`src/rtl/ripple_mon_pkg.sv`:
```
// ripple_mon_pkg: shared FSM state type and next-count helper for the ripple counter monitor
// Contents:
//   state_t       - IDLE / ACQUIRE / LOCKED sequence-tracking states
//   next_expected - legal successor of a count within [min, max], wrapping max -> min
package ripple_mon_pkg;

    typedef enum logic [1:0] {IDLE, ACQUIRE, LOCKED} state_t;

    // Callers truncate the result to their bus width, so prev+1 wraps modulo 2**WIDTH.
    function automatic logic [31:0] next_expected(
        input logic [31:0] prev,
        input logic [31:0] min,
        input logic [31:0] max
    );
        return (prev == max) ? min : prev + 32'd1;
    endfunction

endpackage

```
`src/rtl/ripple_sync_filter.sv`:
```
// ripple_sync_filter: brings the ripple counter bus into clk and filters out ripple transients
// Ports:
//   clk       in   rising-edge clock
//   clear     in   synchronous active-high reset
//   i_count   in   raw asynchronous count bus
//   o_value   out  synchronized value (last synchronizer stage)
//   o_stable  out  high while o_value has held for STABLE_CYCLES samples, counting the next edge
module ripple_sync_filter
    import ripple_mon_pkg::*;
#(
    parameter int WIDTH         = 4,
    parameter int SYNC_STAGES   = 2,
    parameter int STABLE_CYCLES = 3
) (
    input  logic             clk,
    input  logic             clear,
    input  logic [WIDTH-1:0] i_count,
    output logic [WIDTH-1:0] o_value,
    output logic             o_stable
);

    localparam int SW = $clog2(STABLE_CYCLES + 1);

    logic [WIDTH-1:0] r_sync [SYNC_STAGES];
    logic [WIDTH-1:0] r_prev;
    logic [SW-1:0]    r_stab;
    logic [SW-1:0]    w_stab_nxt;

    assign o_value = r_sync[SYNC_STAGES-1];

    // The whole bus restarts the run on any change, so a partially rippled value never matures.
    always_comb begin
        w_stab_nxt = (o_value != r_prev)           ? SW'(1) :
                     (r_stab == SW'(STABLE_CYCLES)) ? r_stab  : r_stab + 1'b1;
    end

    // Looking at the next count lets the consumer register the accept on the maturing edge.
    assign o_stable = (w_stab_nxt == SW'(STABLE_CYCLES));

    always_ff @(posedge clk) begin
        if (clear) begin
            for (int i = 0; i < SYNC_STAGES; i++) r_sync[i] <= '0;
            r_prev <= '0;
            r_stab <= '0;
        end else begin
            r_sync[0] <= i_count;
            for (int i = 1; i < SYNC_STAGES; i++) r_sync[i] <= r_sync[i-1];
            r_prev <= o_value;
            r_stab <= w_stab_nxt;
        end
    end

endmodule

```
`src/rtl/ripple_count_monitor.sv`:
```
// ripple_count_monitor: turns a ripple counter bus into a clean, checked single-clock count stream
// Ports:
//   clk          in   rising-edge clock
//   clear        in   synchronous active-high reset
//   count_in     in   raw ripple counter bus, asynchronous to clk
//   count_out    out  last accepted settled value
//   count_valid  out  1-cycle pulse when count_out updates
//   wrap         out  pulse with count_valid on legal CNT_MAX -> CNT_MIN
//   seq_error    out  pulse with count_valid on an illegal transition
//   range_error  out  pulse with count_valid on a value outside [CNT_MIN, CNT_MAX]
//   locked       out  level, LOCK_RUN legal transitions since the last error or reset
//   err_count    out  saturating count of sequence errors taken while locked
module ripple_count_monitor
    import ripple_mon_pkg::*;
#(
    parameter int WIDTH         = 4,
    parameter int SYNC_STAGES   = 2,
    parameter int STABLE_CYCLES = 3,
    parameter int CNT_MIN       = 0,
    parameter int CNT_MAX       = 15,
    parameter int LOCK_RUN      = 4,
    parameter int ERR_CNT_W     = 8
) (
    input  logic                 clk,
    input  logic                 clear,
    input  logic [WIDTH-1:0]     count_in,
    output logic [WIDTH-1:0]     count_out,
    output logic                 count_valid,
    output logic                 wrap,
    output logic                 seq_error,
    output logic                 range_error,
    output logic                 locked,
    output logic [ERR_CNT_W-1:0] err_count
);

    localparam int RW = $clog2(LOCK_RUN + 1);

    state_t               r_state, w_state_nxt;
    logic [WIDTH-1:0]     w_value, w_exp;
    logic                 w_stable, w_acc, w_in_range, w_legal;
    logic [RW-1:0]        r_run, w_run_nxt;
    logic [WIDTH-1:0]     r_count;
    logic                 r_valid, r_wrap, r_seq, r_range;
    logic [ERR_CNT_W-1:0] r_err, w_err_nxt;
    logic                 w_wrap, w_seq, w_range;

    ripple_sync_filter #(
        .WIDTH         (WIDTH),
        .SYNC_STAGES   (SYNC_STAGES),
        .STABLE_CYCLES (STABLE_CYCLES)
    ) u_filter (
        .clk      (clk),
        .clear    (clear),
        .i_count  (count_in),
        .o_value  (w_value),
        .o_stable (w_stable)
    );

    // A settled value equal to count_out is a glitch that came back, so it is not re-accepted.
    assign w_acc      = w_stable && (r_state == IDLE || w_value != r_count);
    assign w_in_range = (32'(w_value) >= 32'(CNT_MIN)) && (32'(w_value) <= 32'(CNT_MAX));
    assign w_exp      = WIDTH'(next_expected(32'(r_count), 32'(CNT_MIN), 32'(CNT_MAX)));
    assign w_legal    = w_in_range && (w_value == w_exp);

    always_ff @(posedge clk) begin
        if (clear) r_state <= IDLE;
        else       r_state <= w_state_nxt;
    end

    always_comb begin
        w_state_nxt = !w_acc              ? r_state :
                      (r_state == IDLE)   ? ACQUIRE :
                      !w_legal            ? ACQUIRE :
                      (r_state == LOCKED) ? LOCKED  :
                      (r_run + 1'b1 == RW'(LOCK_RUN)) ? LOCKED : ACQUIRE;
    end

    always_comb begin
        w_run_nxt = !w_acc                          ? r_run         :
                    (r_state == ACQUIRE && w_legal) ? r_run + 1'b1  :
                    (r_state == LOCKED  && w_legal) ? r_run         : '0;
        w_wrap    = w_acc && r_state != IDLE && w_legal && 32'(r_count) == 32'(CNT_MAX);
        w_seq     = w_acc && r_state != IDLE && !w_legal;
        w_range   = w_acc && !w_in_range;
        w_err_nxt = (w_acc && r_state == LOCKED && !w_legal && r_err != '1) ? r_err + 1'b1 : r_err;
    end

    always_ff @(posedge clk) begin
        if (clear) begin
            r_run   <= '0;
            r_count <= '0;
            r_valid <= 1'b0;
            r_wrap  <= 1'b0;
            r_seq   <= 1'b0;
            r_range <= 1'b0;
            r_err   <= '0;
        end else begin
            r_run   <= w_run_nxt;
            r_count <= w_acc ? w_value : r_count;
            r_valid <= w_acc;
            r_wrap  <= w_wrap;
            r_seq   <= w_seq;
            r_range <= w_range;
            r_err   <= w_err_nxt;
        end
    end

    assign count_out   = r_count;
    assign count_valid = r_valid;
    assign wrap        = r_wrap;
    assign seq_error   = r_seq;
    assign range_error = r_range;
    assign locked      = (r_state == LOCKED);
    assign err_count   = r_err;

endmodule

```
`config.mk`:
```
export PLATFORM = sky130hd
export DESIGN_NAME = ripple_count_monitor
export DESIGN_NICKNAME = d
export VERILOG_FILES = /design/src/rtl/ripple_mon_pkg.sv /design/src/rtl/ripple_sync_filter.sv /design/src/rtl/ripple_count_monitor.sv
export SDC_FILE = /design/constraint.sdc
export NUM_CORES = 1
export LEC_CHECK = 0
export CAP_MARGIN = 5
export CORE_MARGIN = 8
export CORE_UTILIZATION = 53
export DETAILED_ROUTE_END_ITERATION = 6
export GPL_TIMING_DRIVEN = 0
export PLACE_DENSITY = 0.81
export SLEW_MARGIN = 20
export SYNTH_ARGS = -nofsm -noshare
export SYNTH_HDL_FRONTEND = slang
export SYNTH_SLANG_ARGS = --single-unit
```
`constraint.sdc`:
```
create_clock -name clk -period 2.53 [get_ports clk]
set_input_delay 0.253 -clock clk [delete_from_list [all_inputs] [get_ports clk]]
set_output_delay 0.253 -clock clk [all_outputs]
set_load 0.02 [all_outputs]
```
==> results of run 1 <==
-- layout make-up --
cell class | count | area [sq um] | share of cell area, %
inverters | 7 | 26.28 | 1.308
clock inverters | 3 | 68.82 | 3.427
repair buffers | 21 | 210.2 | 10.47
flip-flops and latches | 34 | 680.7 | 33.89
clock buffers | 5 | 37.54 | 1.869
multi-input cells | 114 | 892.1 | 44.42
plain buffers | 9 | 51.30 | 2.555
well taps | 33 | 41.29 | 2.056
-- power breakdown --
part           internal (mW)  switching (mW)  total (mW)
clock network          0.309           0.198       0.507
logic                 0.0364          0.0468      0.0832
registers              0.548          0.0109       0.559
total                  0.893           0.255        1.15
-- per-layer routing --
layer  routed length (microns)  part of all wire, %  vias up
met5                         0                    0        -
met4                        58                  1.7        0
met3                       176                  5.3        5
met2                      1664                   50       28
met1                      1426                   43      604
li1                          -                    -      633
-- cell usage in the layout (no fill, tap or decap), types with 2 or more instances in the layout --
| cell | n |
|---|---|
| nor3_1 | 2 |
| clkbuf_1 | 3 |
| dfxtp_1 | 34 |
| buf_4 | 2 |
| buf_2 | 2 |
| nand2_1 | 6 |
| nor2b_1 | 21 |
| bufinv_16 | 2 |
| clkdlybuf4s50_1 | 21 |
| inv_1 | 7 |
| nand3_1 | 7 |
| xor2_1 | 6 |
| and3_1 | 3 |
| mux2_4 | 4 |
| a31oi_1 | 4 |
| a2111oi_1 | 2 |
| mux2_1 | 3 |
| nor2_1 | 14 |
| ha_1 | 4 |
| nand4_1 | 2 |
| clkbuf_4 | 5 |
| nand2b_1 | 2 |
| a2111oi_2 | 4 |
| o32ai_1 | 2 |
| mux2i_1 | 5 |
| xnor2_1 | 5 |
-- stage by stage --
step | hold WS, ns | worst slack [ns]
detailed placement | 0.4350 | 0.2336
finish | 0.4532 | 0.2019
floorplan | 0.3812 | 0.3049
CTS | 0.4506 | 0.2197
global route | 0.4376 | 0.02848
global placement | 0.4190 | 0.2895
-- kinds of logic after synthesis --
kind of cell	count (synthesis)	synth area share, %
buffers and inverters	16	4.700
XOR/XNOR	12	6.823
multiplexers	12	8.719
AO/OA/AOI/OAI	18	11.37
AND/OR/NAND/NOR	67	23.88
adder cells (fa/ha/maj)	4	3.033
other	1	0.2272
flip-flops	34	41.24
-- critical path: cells and delay by family, from the launching register on --
kind            cells  cell delay, ns
compound gates      2            0.24
simple gates        1            0.47
fa+ha+maj           1            0.27
buf+inv             1            0.29
flops               1            0.48
mux                 1            0.31
xor+xnor            1            0.16
-- flip-flops by register name, indices dropped and copies added, names as in the netlist --
signal	count
count_out	4
count_valid	1
err_count	8
r_run	3
r_state	2
seq_error	1
u_filter.r_prev	4
u_filter.r_stab	2
u_filter.r_sync	8
wrap	1
-- path summary, 6_finish.rpt --
kind / endpoint / slack [ns] / startpoint
worst max register to register: err_count[0]$_SDFFE_PP0P_ / 0.20 / count_out[0]$_SDFFE_PP0P_
worst max-delay path: err_count[0]$_SDFFE_PP0P_ / 0.20 / count_out[0]$_SDFFE_PP0P_
worst min register to register: u_filter.r_sync[0][6]$_SDFF_PP0_ / 0.45 / u_filter.r_sync[0][2]$_SDFF_PP0_
worst min-delay path: u_filter.r_sync[0][1]$_SDFF_PP0_ / 0.45 / count_in[1]
==> summary.txt, run 1 <==
Clock network
  – Clk_lat worst skew: 0.35 ns
  – CTS resizes: 0
  – CTS root buffer: clkbuf_4
  – CTS Buf Count: 5
  – Setup Fix Bufs, Post-CTS: 0
  – CTS H-tree depth: 2
  – # hold bufs at CTS: 0
  – CTS tree: yes
  – Reg clk slew, reported paths: 0.11 ns
  – Clock Tree Buf Depth: 2
  – Clock Sinks: 34

Min path
  – Hold Crit Class: in2reg
  – Hold Path Cell Cnt: 2

Synthesis
  – Syn Nets: 174
  – Top post-synthesis cells by area: dfxtp_1 (41%), nor2b_1 (8.0%), a2111oi_2 (3.6%), mux2_4 (3.6%), nor2_1 (3.2%)
  – Leading area contributor after synthesis: dfxtp_1
  – Ys async rst share: 0%
  – Post-synth top area share: 41.24%
  – EDFF count, synth: 0
  – Post-synthesis cell count: 164
  – #FFs+latches synth: 34
  – Post-synth top flop: dfxtp_1
  – Synth Cell Area: 1650 sq um
  – Synth unique cells: 43
  – Commonest cells post-synth: dfxtp_1 (34), nor2b_1 (21), nor2_1 (14)
  – Seq/Total Area, Yosys: 41.24%
  – Synth warnings: 0
  – Average instance area after synthesis: 10.06 sq um
  – Count leader, synth: dfxtp_1

Floorplan
  – Initial Util: 54.96%
  – Horiz. Die Dim: 71.80 microns
  – Die height: 71.80 microns
  – Cell Rows: 20
  – Core region area: 3003 sq um
  – IO Pins: 23
  – Die area: 5155 sq um

Place
  – Cell Area, Placed: 1902 sq um
  – Final HPWL DP: 2.482 mm
  – RD Place Congestion: 0.8537
  – Placed Cells incl. Taps: 218
  – PortBufs: 21

Layout
  – Synth-to-layout area growth: 21.68%
  – Ratio of cells with drive above 1 in the final layout: 13.99%
  – Post-route cell area: 2008 sq um
  – Ant. Diodes: 0
  – Post-route insts no fill: 226
  – Final core occ: 66.88%
  – FILL cells: 248
  – Nets: 202

Run
  – Max-Cap Viols: 0

Setup path
  – Worst Setup End Kind: flip-flop
  – Worst-path cell chain: ha_1, a31oi_1, xor2_1, nor3_1, buf_4, a211oi_2, mux2_4
  – Worst path arrival time: 2.57 ns
  – Worst Path Required: 2.77 ns
  – Crit Path Category: reg2reg
  – Setup crit start kind: flip-flop
  – Cells on worst reg2reg path: 7
  – Crit path largest cell delay: 0.48 ns
  – Crit Path Max Fanout: 10
  – Crit-path slowest cell: dfxtp_1

STA
  – Final setup TNS: 0 ns
  – Slew headroom: 59.83%
  – Minimum clock period: 2.328 ns
  – Unrepaired setup endpoints after global routing: no
  – Max Clock Freq: 429.5 MHz
  – Final setup viols: 0
  – Fin. Hold Viols: 0
  – Final Skew: 0.007967 ns
  – Tightest Pin Transition: 0.5980 ns
  – Crit share post-route: 92.02%
  – Slew Viols, Final: 0

Global routing
  – Total grt overflow: 0
  – Most used routing layer: met2
  – Global routing met2 resource utilization: 22.87%
  – Vias in the first global route: 1205
  – First-pass GRT wire length: 5.602 mm
  – GRT Total Usage: 13.91%
  – Met1 Use GR: 15.79%
  – Largest net degree at the start of global routing: 13
  – Initial antenna violation count: 0
  – Met3 Usage GRT: 4.881%

Drt
  – Via density: 5.619
  – Routed Wire Length: 3.326 mm
  – WL/cell: 14.72 microns
  – DRC violations left: 0
  – First-pass DRT Iterations: 4
  – Starting DRC count in detailed routing: 66
  – Via count: 1270
  – Antenna-violating nets left: 0

Pwr
  – PD cells: 572.0 nW/um^2
  – IR drop worst, VDD: 0.4961 mV
  – Lkg Pwr: 0.7635 nW
  – Final Power: 1.149 mW

Run status
  – Status: completed
No activity file was read; power rests on OpenSTA's default activity.
==> run 2, diff against run 1 <==
--- a/config.mk
+++ b/config.mk
@@ -6,7 +6,7 @@
 export NUM_CORES = 1
 export LEC_CHECK = 0
 export CAP_MARGIN = 5
-export CORE_MARGIN = 8
+export CORE_MARGIN = 2
 export CORE_UTILIZATION = 53
 export DETAILED_ROUTE_END_ITERATION = 6
 export GPL_TIMING_DRIVEN = 0
==> run 2 against run 1 <==
Compared with the run above: combinational power about the same; via count up 0.16%; register-to-register slack got worse by 0.02 ns.
==> summary.txt, run 2 (synthesis gave the netlist of run 1 again) <==
Run status
  – Status: completed

Place
  – Placed Cells incl. Taps: 218
  – Final HPWL DP: 2.317 mm
  – RD Place Congestion: 0.7999
  – PortBufs: 21

Layout
  – Post-route insts no fill: 226
  – Nets: 202
  – Ratio of cells with drive above 1 in the final layout: 13.99%
  – Final core occ: 66.88%
  – Commonest non-fill, non-tap cell in the layout: dfxtp_1
  – Ant. Diodes: 0
  – Synth-to-layout area growth: 21.68%
  – Most frequent cells in the layout: dfxtp_1 (34), nor2b_1 (21), clkdlybuf4s50_1 (21)

Clock network
  – Clock Sinks: 34
  – CTS Buf Count: 5
  – CTS tree: yes
  – # hold bufs at CTS: 0
  – CTS H-tree depth: 2
  – Setup Fix Bufs, Post-CTS: 0
  – Reg clk slew, reported paths: 0.11 ns
  – Clock Tree Buf Depth: 2
  – Clk_lat worst skew: 0.34 ns
  – CTS root buffer: clkbuf_4
  – CTS resizes: 0

Global routing
  – Vias in the first global route: 1206
  – Total grt overflow: 0
  – First-pass GRT wire length: 5.430 mm
  – GRT Total Usage: 20.23%
  – Largest net degree at the start of global routing: 13
  – Initial antenna violation count: 0

STA
  – Final Skew: 0.007675 ns
  – Crit share post-route: 92.99%
  – Unrepaired setup endpoints after global routing: no
  – Fin. Hold Viols: 0
  – Tightest Pin Transition: 0.6020 ns
  – Minimum clock period: 2.353 ns
  – Slew headroom: 59.55%
  – WHS: 0.4458 ns
  – Max Clock Freq: 425.0 MHz
  – Slew Viols, Final: 0
  – Final setup viols: 0
  – Final setup TNS: 0 ns

Drt
  – Via count: 1272
  – DRC violations left: 0
  – First-pass DRT Iterations: 4
  – Routed Wire Length: 3.137 mm
  – Via density: 5.628
  – WL/cell: 13.88 microns
  – Starting DRC count in detailed routing: 47
  – Antenna-violating nets left: 0

Setup path
  – R2r setup slk: 0.18 ns
  – Worst Setup End Kind: flip-flop
  – Setup crit start kind: flip-flop
  – Worst Path Required: 2.77 ns
  – Worst r2r src: count_out[0]$_SDFFE_PP0P_
  – Crit Path Max Fanout: 10
  – Worst path arrival time: 2.59 ns
  – Crit Path Category: reg2reg
  – Cells on worst reg2reg path: 7
  – R2r endpoint: err_count[0]$_SDFFE_PP0P_

Floorplan
  – Initial Util: 54.96%
  – Core region area: 3003 sq um
  – Die area: 3576 sq um
  – Horiz. Die Dim: 59.80 microns
  – IO Pins: 23
  – Cell Rows: 20
  – Die height: 59.80 microns

Min path
  – Hold EP: u_filter.r_sync[0][6]$_SDFF_PP0_
  – Hold Crit Class: reg2reg
  – Hold Path Cell Cnt: 1
  – Worst hold start: u_filter.r_sync[0][2]$_SDFF_PP0_

Pwr
  – PD cells: 570.9 nW/um^2
  – Lkg Pwr: 0.7635 nW
  – IR drop worst, VDD: 0.3873 mV
  – Final Power: 1.146 mW

Run
  – Max-Cap Viols: 0
run 2: how the worst max path moves through the flow:
stage / start / to / slack (ns) / cells past startpoint
2_1_floorplan: count_out[0]$_SDFFE_PP0P_ / err_count[5]$_SDFFE_PP0P_ / 0.30 / 7
3_3_place_gp: count_out[0]$_SDFFE_PP0P_ / err_count[0]$_SDFFE_PP0P_ / 0.29 / 7
3_5_place_dp: u_filter.r_sync[0][5]$_SDFF_PP0_ / err_count[3]$_SDFFE_PP0P_ / 0.23 / 6
4_1_cts: count_out[0]$_SDFFE_PP0P_ / err_count[0]$_SDFFE_PP0P_ / 0.20 / 7
5_1_grt: count_out[0]$_SDFFE_PP0P_ / r_run[2]$_SDFFE_PP0P_ / 0.02 / 7
6_report: count_out[0]$_SDFFE_PP0P_ / err_count[0]$_SDFFE_PP0P_ / 0.18 / 7
run 2: through the flow:
step / setup WS, ns / instance area [sq um]
floorplan: 0.3049 / 1650
global placement: 0.2885 / 1902
detailed placement: 0.2309 / 1902
CTS: 0.2047 / 2008
global route: 0.02240 / 2008
finish: 0.1773 / 2008
run 2: report_power, final:
part	total (mW)	switching [mW]	internal (mW)
Sequential	0.558	0.0107	0.548
Clock	0.505	0.196	0.309
Combinational	0.0833	0.0468	0.0364
Total	1.15	0.253	0.893
run 2: area by class of cell:
| type | instances | area, sq um |
|---|---|---|
| inverter | 7 | 26.28 |
| multi-input combinational | 114 | 892.1 |
| buffer | 9 | 51.30 |
| clock inverter | 3 | 68.82 |
| tap | 33 | 41.29 |
| timing repair buffer | 21 | 210.2 |
| sequential | 34 | 680.7 |
| fill | 251 | 994.7 |
| clock buffer | 5 | 37.54 |
run 2: worst max-delay path, stage by stage (launching register included):
cell      delay, ns
dfxtp_1        0.48
ha_1           0.28
a31oi_1        0.12
xor2_1         0.16
nor3_1         0.48
buf_4          0.30
a211oi_2       0.12
mux2_4         0.31
run 2: routing by layer:
metal  track usage (%)  vias to the layer above  routed length, microns
met2             32.92                       28                    1599
met5                 0                        -                       0
met4             6.032                        0                      23
met1             25.81                      610                    1363
li1                  -                      629                       -
met3             6.061                        5                     151
